### src/rtl/spi_pkg.sv
// Shared SPI definitions: slave codes, command layout and the scheduler state encoding.
package spi_pkg;

  localparam int SPI_BYTE_W      = 8;
  localparam int SPI_XFER_CYCLES = 9;
  localparam int SPI_SS_W        = 2;
  localparam int SPI_CMD_W       = SPI_SS_W + SPI_BYTE_W;

  localparam logic [SPI_SS_W-1:0] SS0        = 2'd0;
  localparam logic [SPI_SS_W-1:0] SS1        = 2'd1;
  localparam logic [SPI_SS_W-1:0] SS2        = 2'd2;
  localparam logic [SPI_SS_W-1:0] SS_INVALID = 2'd3;

  typedef enum logic [2:0] {
    IDLE,
    LAUNCH,
    WAIT,
    CAPTURE,
    REJECT
  } state_t;

  typedef struct packed {
    logic [SPI_SS_W-1:0]   slave;
    logic [SPI_BYTE_W-1:0] data;
  } spi_cmd_t;

endpackage

### src/rtl/spi_cmd_fifo.sv
// Synchronous FIFO with full/empty/occupancy; a full FIFO refuses pushes even while popping.
module spi_cmd_fifo #(
  parameter int WIDTH = 10,
  parameter int DEPTH = 4
) (
  input  logic                       clk,
  input  logic                       reset,
  input  logic                       push,
  input  logic [WIDTH-1:0]           wr_data,
  input  logic                       pop,
  output logic [WIDTH-1:0]           rd_data,
  output logic                       full,
  output logic                       empty,
  output logic [$clog2(DEPTH+1)-1:0] count
);

  localparam int AW = $clog2(DEPTH);
  localparam int CW = $clog2(DEPTH + 1);

  logic [WIDTH-1:0] mem [DEPTH];
  logic [AW-1:0]    wr_ptr;
  logic [AW-1:0]    rd_ptr;
  logic             push_ok;
  logic             pop_ok;

  assign full    = (count == CW'(DEPTH));
  assign empty   = (count == '0);
  assign push_ok = push && !full;
  assign pop_ok  = pop && !empty;
  assign rd_data = mem[rd_ptr];

  // Pointers wrap naturally because DEPTH is a power of two.
  always_ff @(posedge clk) begin
    if (reset) begin
      wr_ptr <= '0;
      rd_ptr <= '0;
      count  <= '0;
    end else begin
      if (push_ok) wr_ptr <= wr_ptr + 1'b1;
      if (pop_ok)  rd_ptr <= rd_ptr + 1'b1;
      if (push_ok && !pop_ok)      count <= count + 1'b1;
      else if (!push_ok && pop_ok) count <= count - 1'b1;
    end
  end

  // NOTE: storage is deliberately not reset; the pointers and count alone decide what is valid.
  always_ff @(posedge clk) begin
    if (push_ok) mem[wr_ptr] <= wr_data;
  end

endmodule

### src/rtl/spi_txn_scheduler.sv
// Command-queue front end for the SPI master: launches queued byte transfers one at a time,
// times each exchange and returns the captured byte on a single-entry response register.
module spi_txn_scheduler
  import spi_pkg::*;
#(
  parameter int DEPTH       = 4,
  parameter int XFER_CYCLES = SPI_XFER_CYCLES,
  parameter int GAP_CYCLES  = 1
) (
  input  logic                  clk,
  input  logic                  reset,
  input  logic                  cmd_valid,
  output logic                  cmd_ready,
  input  logic [SPI_SS_W-1:0]   cmd_slave,
  input  logic [SPI_BYTE_W-1:0] cmd_data,
  output logic                  rsp_valid,
  input  logic                  rsp_ready,
  output logic [SPI_SS_W-1:0]   rsp_slave,
  output logic [SPI_BYTE_W-1:0] rsp_data,
  output logic                  rsp_err,
  output logic                  start,
  output logic [SPI_SS_W-1:0]   slaveSelect,
  output logic [SPI_BYTE_W-1:0] masterDataToSend,
  input  logic [SPI_BYTE_W-1:0] masterDataReceived,
  output logic                  busy
);

  localparam int WCW = $clog2(XFER_CYCLES) + 1;
  localparam int CW  = $clog2(DEPTH + 1);

  state_t         state_q;
  state_t         state_d;
  spi_cmd_t       head;
  logic           fifo_full;
  logic           fifo_empty;
  logic [CW-1:0]  fifo_count;
  logic           fifo_pop;
  logic           launch_ok;
  logic [WCW-1:0] wait_cnt;
  logic [3:0]     gap_cnt;

  spi_cmd_fifo #(
    .WIDTH (SPI_CMD_W),
    .DEPTH (DEPTH)
  ) u_cmd_fifo (
    .clk     (clk),
    .reset   (reset),
    .push    (cmd_valid && cmd_ready),
    .wr_data ({cmd_slave, cmd_data}),
    .pop     (fifo_pop),
    .rd_data (head),
    .full    (fifo_full),
    .empty   (fifo_empty),
    .count   (fifo_count)
  );

  assign cmd_ready = !fifo_full;
  assign busy      = (fifo_count != '0) || (state_q != IDLE) || rsp_valid;

  // The gate looks at the registered rsp_valid, so a drain in the same cycle does not open it.
  assign launch_ok = !fifo_empty && !rsp_valid && (gap_cnt == '0);

  // NOTE: every output of this block gets a default first so no path can infer a latch.
  always_comb begin
    state_d  = state_q;
    start    = 1'b0;
    fifo_pop = 1'b0;
    unique case (state_q)
      IDLE: begin
        if (launch_ok) begin
          fifo_pop = 1'b1;
          state_d  = (head.slave == SS_INVALID) ? REJECT : LAUNCH;
        end
      end
      LAUNCH: begin
        start   = 1'b1;
        state_d = WAIT;
      end
      WAIT: begin
        // Leave when this cycle's decrement reaches zero, so capture lands XFER_CYCLES after start.
        if (wait_cnt <= WCW'(1)) state_d = CAPTURE;
      end
      CAPTURE: state_d = IDLE;
      REJECT:  state_d = IDLE;
      default: state_d = IDLE;
    endcase
  end

  // NOTE: state registers use non-blocking assignments so every flop samples pre-edge values.
  always_ff @(posedge clk) begin
    if (reset) begin
      state_q          <= IDLE;
      slaveSelect      <= '0;
      masterDataToSend <= '0;
      wait_cnt         <= '0;
      gap_cnt          <= '0;
      rsp_valid        <= 1'b0;
      rsp_err          <= 1'b0;
      rsp_data         <= '0;
      rsp_slave        <= '0;
    end else begin
      state_q <= state_d;

      // Master inputs only change on a real launch, never mid-transfer or for a rejected slave.
      if (fifo_pop && head.slave != SS_INVALID) begin
        slaveSelect      <= head.slave;
        masterDataToSend <= head.data;
      end

      if (state_q == LAUNCH)                     wait_cnt <= WCW'(XFER_CYCLES - 1);
      else if (state_q == WAIT && wait_cnt != 0) wait_cnt <= wait_cnt - 1'b1;

      // The gap only runs once the response register has emptied.
      if (state_q == CAPTURE)                 gap_cnt <= 4'(GAP_CYCLES);
      else if (gap_cnt != '0 && !rsp_valid)   gap_cnt <= gap_cnt - 1'b1;

      if (state_q == CAPTURE) begin
        rsp_valid <= 1'b1;
        rsp_err   <= 1'b0;
        rsp_data  <= masterDataReceived;
        rsp_slave <= slaveSelect;
      end else if (state_q == REJECT) begin
        rsp_valid <= 1'b1;
        rsp_err   <= 1'b1;
        rsp_data  <= '0;
        rsp_slave <= SS_INVALID;
      end else if (rsp_valid && rsp_ready) begin
        rsp_valid <= 1'b0;
      end
    end
  end

endmodule

### config.mk
export PLATFORM = sky130hd
export DESIGN_NAME = spi_txn_scheduler
export DESIGN_NICKNAME = d
export VERILOG_FILES = /design/src/rtl/spi_pkg.sv /design/src/rtl/spi_cmd_fifo.sv /design/src/rtl/spi_txn_scheduler.sv
export SDC_FILE = /design/constraint.sdc
export NUM_CORES = 1
export LEC_CHECK = 0
export BUFFER_PORTS_ARGS = -buffer_cell sky130_fd_sc_hd__clkbuf_2
export CAP_MARGIN = 20
export CORE_MARGIN = 3
export CORE_UTILIZATION = 48
export CTS_CLUSTER_DIAMETER = 150
export DETAILED_ROUTE_END_ITERATION = 16
export PLACE_DENSITY = 0.71
export SLEW_MARGIN = 20
export SYNTH_ARGS = -nofsm -noshare
export SYNTH_HDL_FRONTEND = slang
export SYNTH_SLANG_ARGS = --single-unit
### constraint.sdc
create_clock -name clk -period 2.5 [get_ports clk]
set_clock_uncertainty 0.2 [all_clocks]
set_input_delay 0.125 -clock clk [delete_from_list [all_inputs] [get_ports clk]]
set_output_delay 0.125 -clock clk [all_outputs]
set_load 0.02 [all_outputs]
==> results.cfg <==
[outcome]
status = complete, no violations

[floorplan]
initial_core_util_pct = 49.9
fp.dieH_um = 90.5
die_x_um = 90.5
rows = 30
die_area_um2 = 8190
core_region_area_um2 = 6870
ios = 47

[sta]
slew_headroom_pct = 61.7
slew_violations = 0
tns_ns = 0
finalHoldViolCount = 0
worst_slew_pin_slew_ns = 0.575
period_share_pct = 95.9
rsz0062_at_grt = no
finalWorstSetupSlack_ns = 0.102
fmax_mhz = 417
period_needed_ns = 2.40
whs_ns = 0.0321
finalSetupViolations = 0

[routing]
drt_pass1_iterations = 4
drt_iter0_markers = 162
wl_per_cell_um = 14.6
vias = 2310
wl_mm = 6.55
post_drt_via_cell_ratio = 5.13
ant_nets = 0
route.detailed.drc = 0

[logic_synthesis]
synthTopCellsByArea = edfxtp_1, dfxtp_1, mux4_1, nor2_1, ha_1
synth_top_cell_by_area = edfxtp_1
synth_area_um2 = 3430
syn_nets = 304
synthArstFlopShare_pct = 0
synth_edf_count = 40
ys.flop_type = dfxtp_1
ys_ff_latch = 83
seq_area_frac_synth_pct = 60.1
synth.most_common_cell = dfxtp_1
syn_avg_cell_area_um2 = 12.6
netlist.area_leader.share_pct = 35.0
synthCells = 272
yosysUniqueCellTypes = 40
yosys_warnings = 0
synthTopCellsByCount = dfxtp_1, edfxtp_1, nor2_1, a21oi_1, nor3_1

[power_and_ir_drop]
leakagePower_nw = 1.62
powerDensity_nw_per_um2 = 1040
p_sw_mw = 1.51
p_comb_share_pct = 36.4
p_total_mw = 4.39
ir_drop_uv = 621
pwr-share-clk_pct = 21.7
seqPwrFrac_pct = 41.8
internal_power_mw = 2.88
switching_share_pct = 34.3

[placed_design]
post_dp_cell_area_um2 = 3820
place_inst = 415
port-buffer-count = 46
dp_hpwl_mm = 4.49
dp_slack_ns = 0.0593
place.gp.congestion = 0.754

[final_layout]
area_delta_synth_final_pct = 23.2
drive_above_1_share_pct = 24.0
diodes = 0
n_fill_cell = 548
seqCellArea_um2 = 2060
finalCoreUtilization_pct = 61.5
instances_no_fill = 450
multi_input_area_um2 = 1270
post-route-cell-area_um2 = 4220
nets = 381

[setup_path]
crit_family = simple AND/OR/NAND/NOR gates
worstRegToRegCells = 6
cp_num_cells = 6
timing.rr.start = gap_cnt[0]$_SDFFE_PP0P_
worst_ep_arrival_time_ns = 2.48
path_cells = inv_1 -> ha_1 -> or3b_2 -> or4_1 -> a2111oi_0 -> nor2b_1
crit_required_ns = 2.58
end_kind = flip-flop
r2r_end = state_q[0]$_SDFFE_PP0P_
r2r_setup_slack_ns = 0.10
critical-path-max-stage-delay_ns = 0.51
crit_type = flip-flop to flip-flop
crit_fanout = 4
cp-start-kind = flip-flop
cpMaxStageDelayCell = or3b_2
path_buf_inv = 1

[grt]
gr-usage-all-layers_pct = 17.0
grt_first_pass_wirelength_mm = 11.0
grt_pass1_vias = 2282
grt_overflow_total = 0
antenna_found_initial = 0
grt_max_degree = 27

[clocking]
cts_buffer_depth = 2
cts_root_buf = clkbuf_8
cts_setup_buffers = 0
cts_buffers = 9
cts_tree = yes
cts.htree.levels = 3
clk_latency_ns = 0.34
cts_sinks = 83
cts.clk_slew.worst_paths_ns = 0.08

[worst_hold_path]
hold_depth = 3
hold_end = wait_cnt[3]$_SDFFE_PP0P_
min_path_type = primary input to flip-flop
holdCritStartpoint = reset

[run]
cap_violations = 0
[worst max path at each step]
stage,start,endpoint,slack (ns)
floorplan,gap_cnt[0]$_SDFFE_PP0P_,u_cmd_fifo.count[2]$_SDFFE_PP0P_,0.10
global route,gap_cnt[0]$_SDFFE_PP0P_,state_q[2]$_SDFFE_PP0P_,0.0001
detailed placement,gap_cnt[0]$_SDFFE_PP0P_,u_cmd_fifo.count[2]$_SDFFE_PP0P_,0.06
CTS,gap_cnt[0]$_SDFFE_PP0P_,u_cmd_fifo.count[2]$_SDFFE_PP0P_,0.03
finish,gap_cnt[0]$_SDFFE_PP0P_,state_q[0]$_SDFFE_PP0P_,0.10
global placement,gap_cnt[0]$_SDFFE_PP0P_,u_cmd_fifo.count[2]$_SDFFE_PP0P_,0.17
[repair_timing]
action | CTS | global route
endpoints found under the hold margin | 49 | 0
setup endpoints to repair | 0 | 3
resized for setup | 0 | 4
hold buffers | 19 | 0
[worst reg2reg max path, stage by stage, from the launching register on]
cell	delay (ns)
dfxtp_2	0.34
inv_1	0.08
ha_1	0.16
or3b_2	0.51
or4_1	0.42
a2111oi_0	0.47
nor2b_1	0.18
[sequential cells by signal, summed over array words and instances, names as in the netlist, named ones only]
signal,count
gap_cnt,4
masterDataToSend,8
rsp_data,8
rsp_err,1
rsp_slave,2
rsp_valid,1
slaveSelect,2
state_q,3
u_cmd_fifo.count,3
u_cmd_fifo.mem,40
u_cmd_fifo.rd_ptr,2
u_cmd_fifo.wr_ptr,2
wait_cnt,5
[layer usage]
layer  global-route usage [%]  share of wire, %  vias up
met2                     28.2                50       47
met5                        0                 0        -
met1                     21.9                46     1113
met4                     6.12              0.70        0
met3                     3.67               3.6        4
li1                         -                 -     1146
[cells by family after synthesis]
| kind of cell | Yosys count | share of synthesized area [%] |
|---|---|---|
| DFF | 83 | 60.1 |
| adders and majority gates | 10 | 3.87 |
| and+or+nand+nor | 85 | 12.3 |
| AOI/OAI and AO/OA | 37 | 7.30 |
| muxes | 20 | 10.4 |
| buffers and inverters | 25 | 2.96 |
| xor gates and xnor gates | 12 | 3.07 |
[area by class of cell]
type | count | area share [%]
Sequential cell | 83 | 48.9
Multi-Input combinational cell | 164 | 30.1
Timing Repair Buffer | 78 | 12.3
Clock buffer | 10 | 3.02
Tap cell | 96 | 2.84
Clock inverter | 6 | 1.72
Inverter | 13 | 1.16
[power by group through the flow]
| stage | Combinational, mW | Clock, mW | Sequential [mW] |
|---|---|---|---|
| 2_1_floorplan | 1.05 | 0 | 1.92 |
| 4_1_cts | 1.60 | 0.995 | 1.84 |
| 3_3_place_gp | 1.53 | 0 | 1.86 |
| 6_report | 1.60 | 0.955 | 1.84 |
| 5_1_grt | 1.76 | 1.04 | 1.87 |
| 3_5_place_dp | 1.57 | 0 | 1.87 |
[cell usage in the layout, fill, tap and decap left out, types with 2 or more instances in the layout]
cell type      Yosys  final
a2111oi_0          2      2
a21oi_1           15     15
a221oi_1           2      2
and2_1             8      8
buf_4              0     13
clkbuf_2           0     46
clkbuf_8           0      9
dfxtp_1           43     41
dfxtp_2            0      2
dlygate4sd3_1      0     19
edfxtp_1          40     40
ha_1               9      8
inv_1             13     13
inv_6              0      3
mux2i_1           10     10
mux4_1             8      8
mux4_2             2      2
nand2_1            4      4
nand2b_1           3      3
nand3_1            3      2
nand4b_1           2      2
nor2_1            38     38
nor2b_1            2      2
nor3_1            14     14
nor3b_1            2      2
o21ai_0           10     10
o221a_2            2      2
or3_1              2      2
or4_1              2      2
xnor2_1            6      6
xor2_1             6      6
Power figures use the tool's default switching activity.
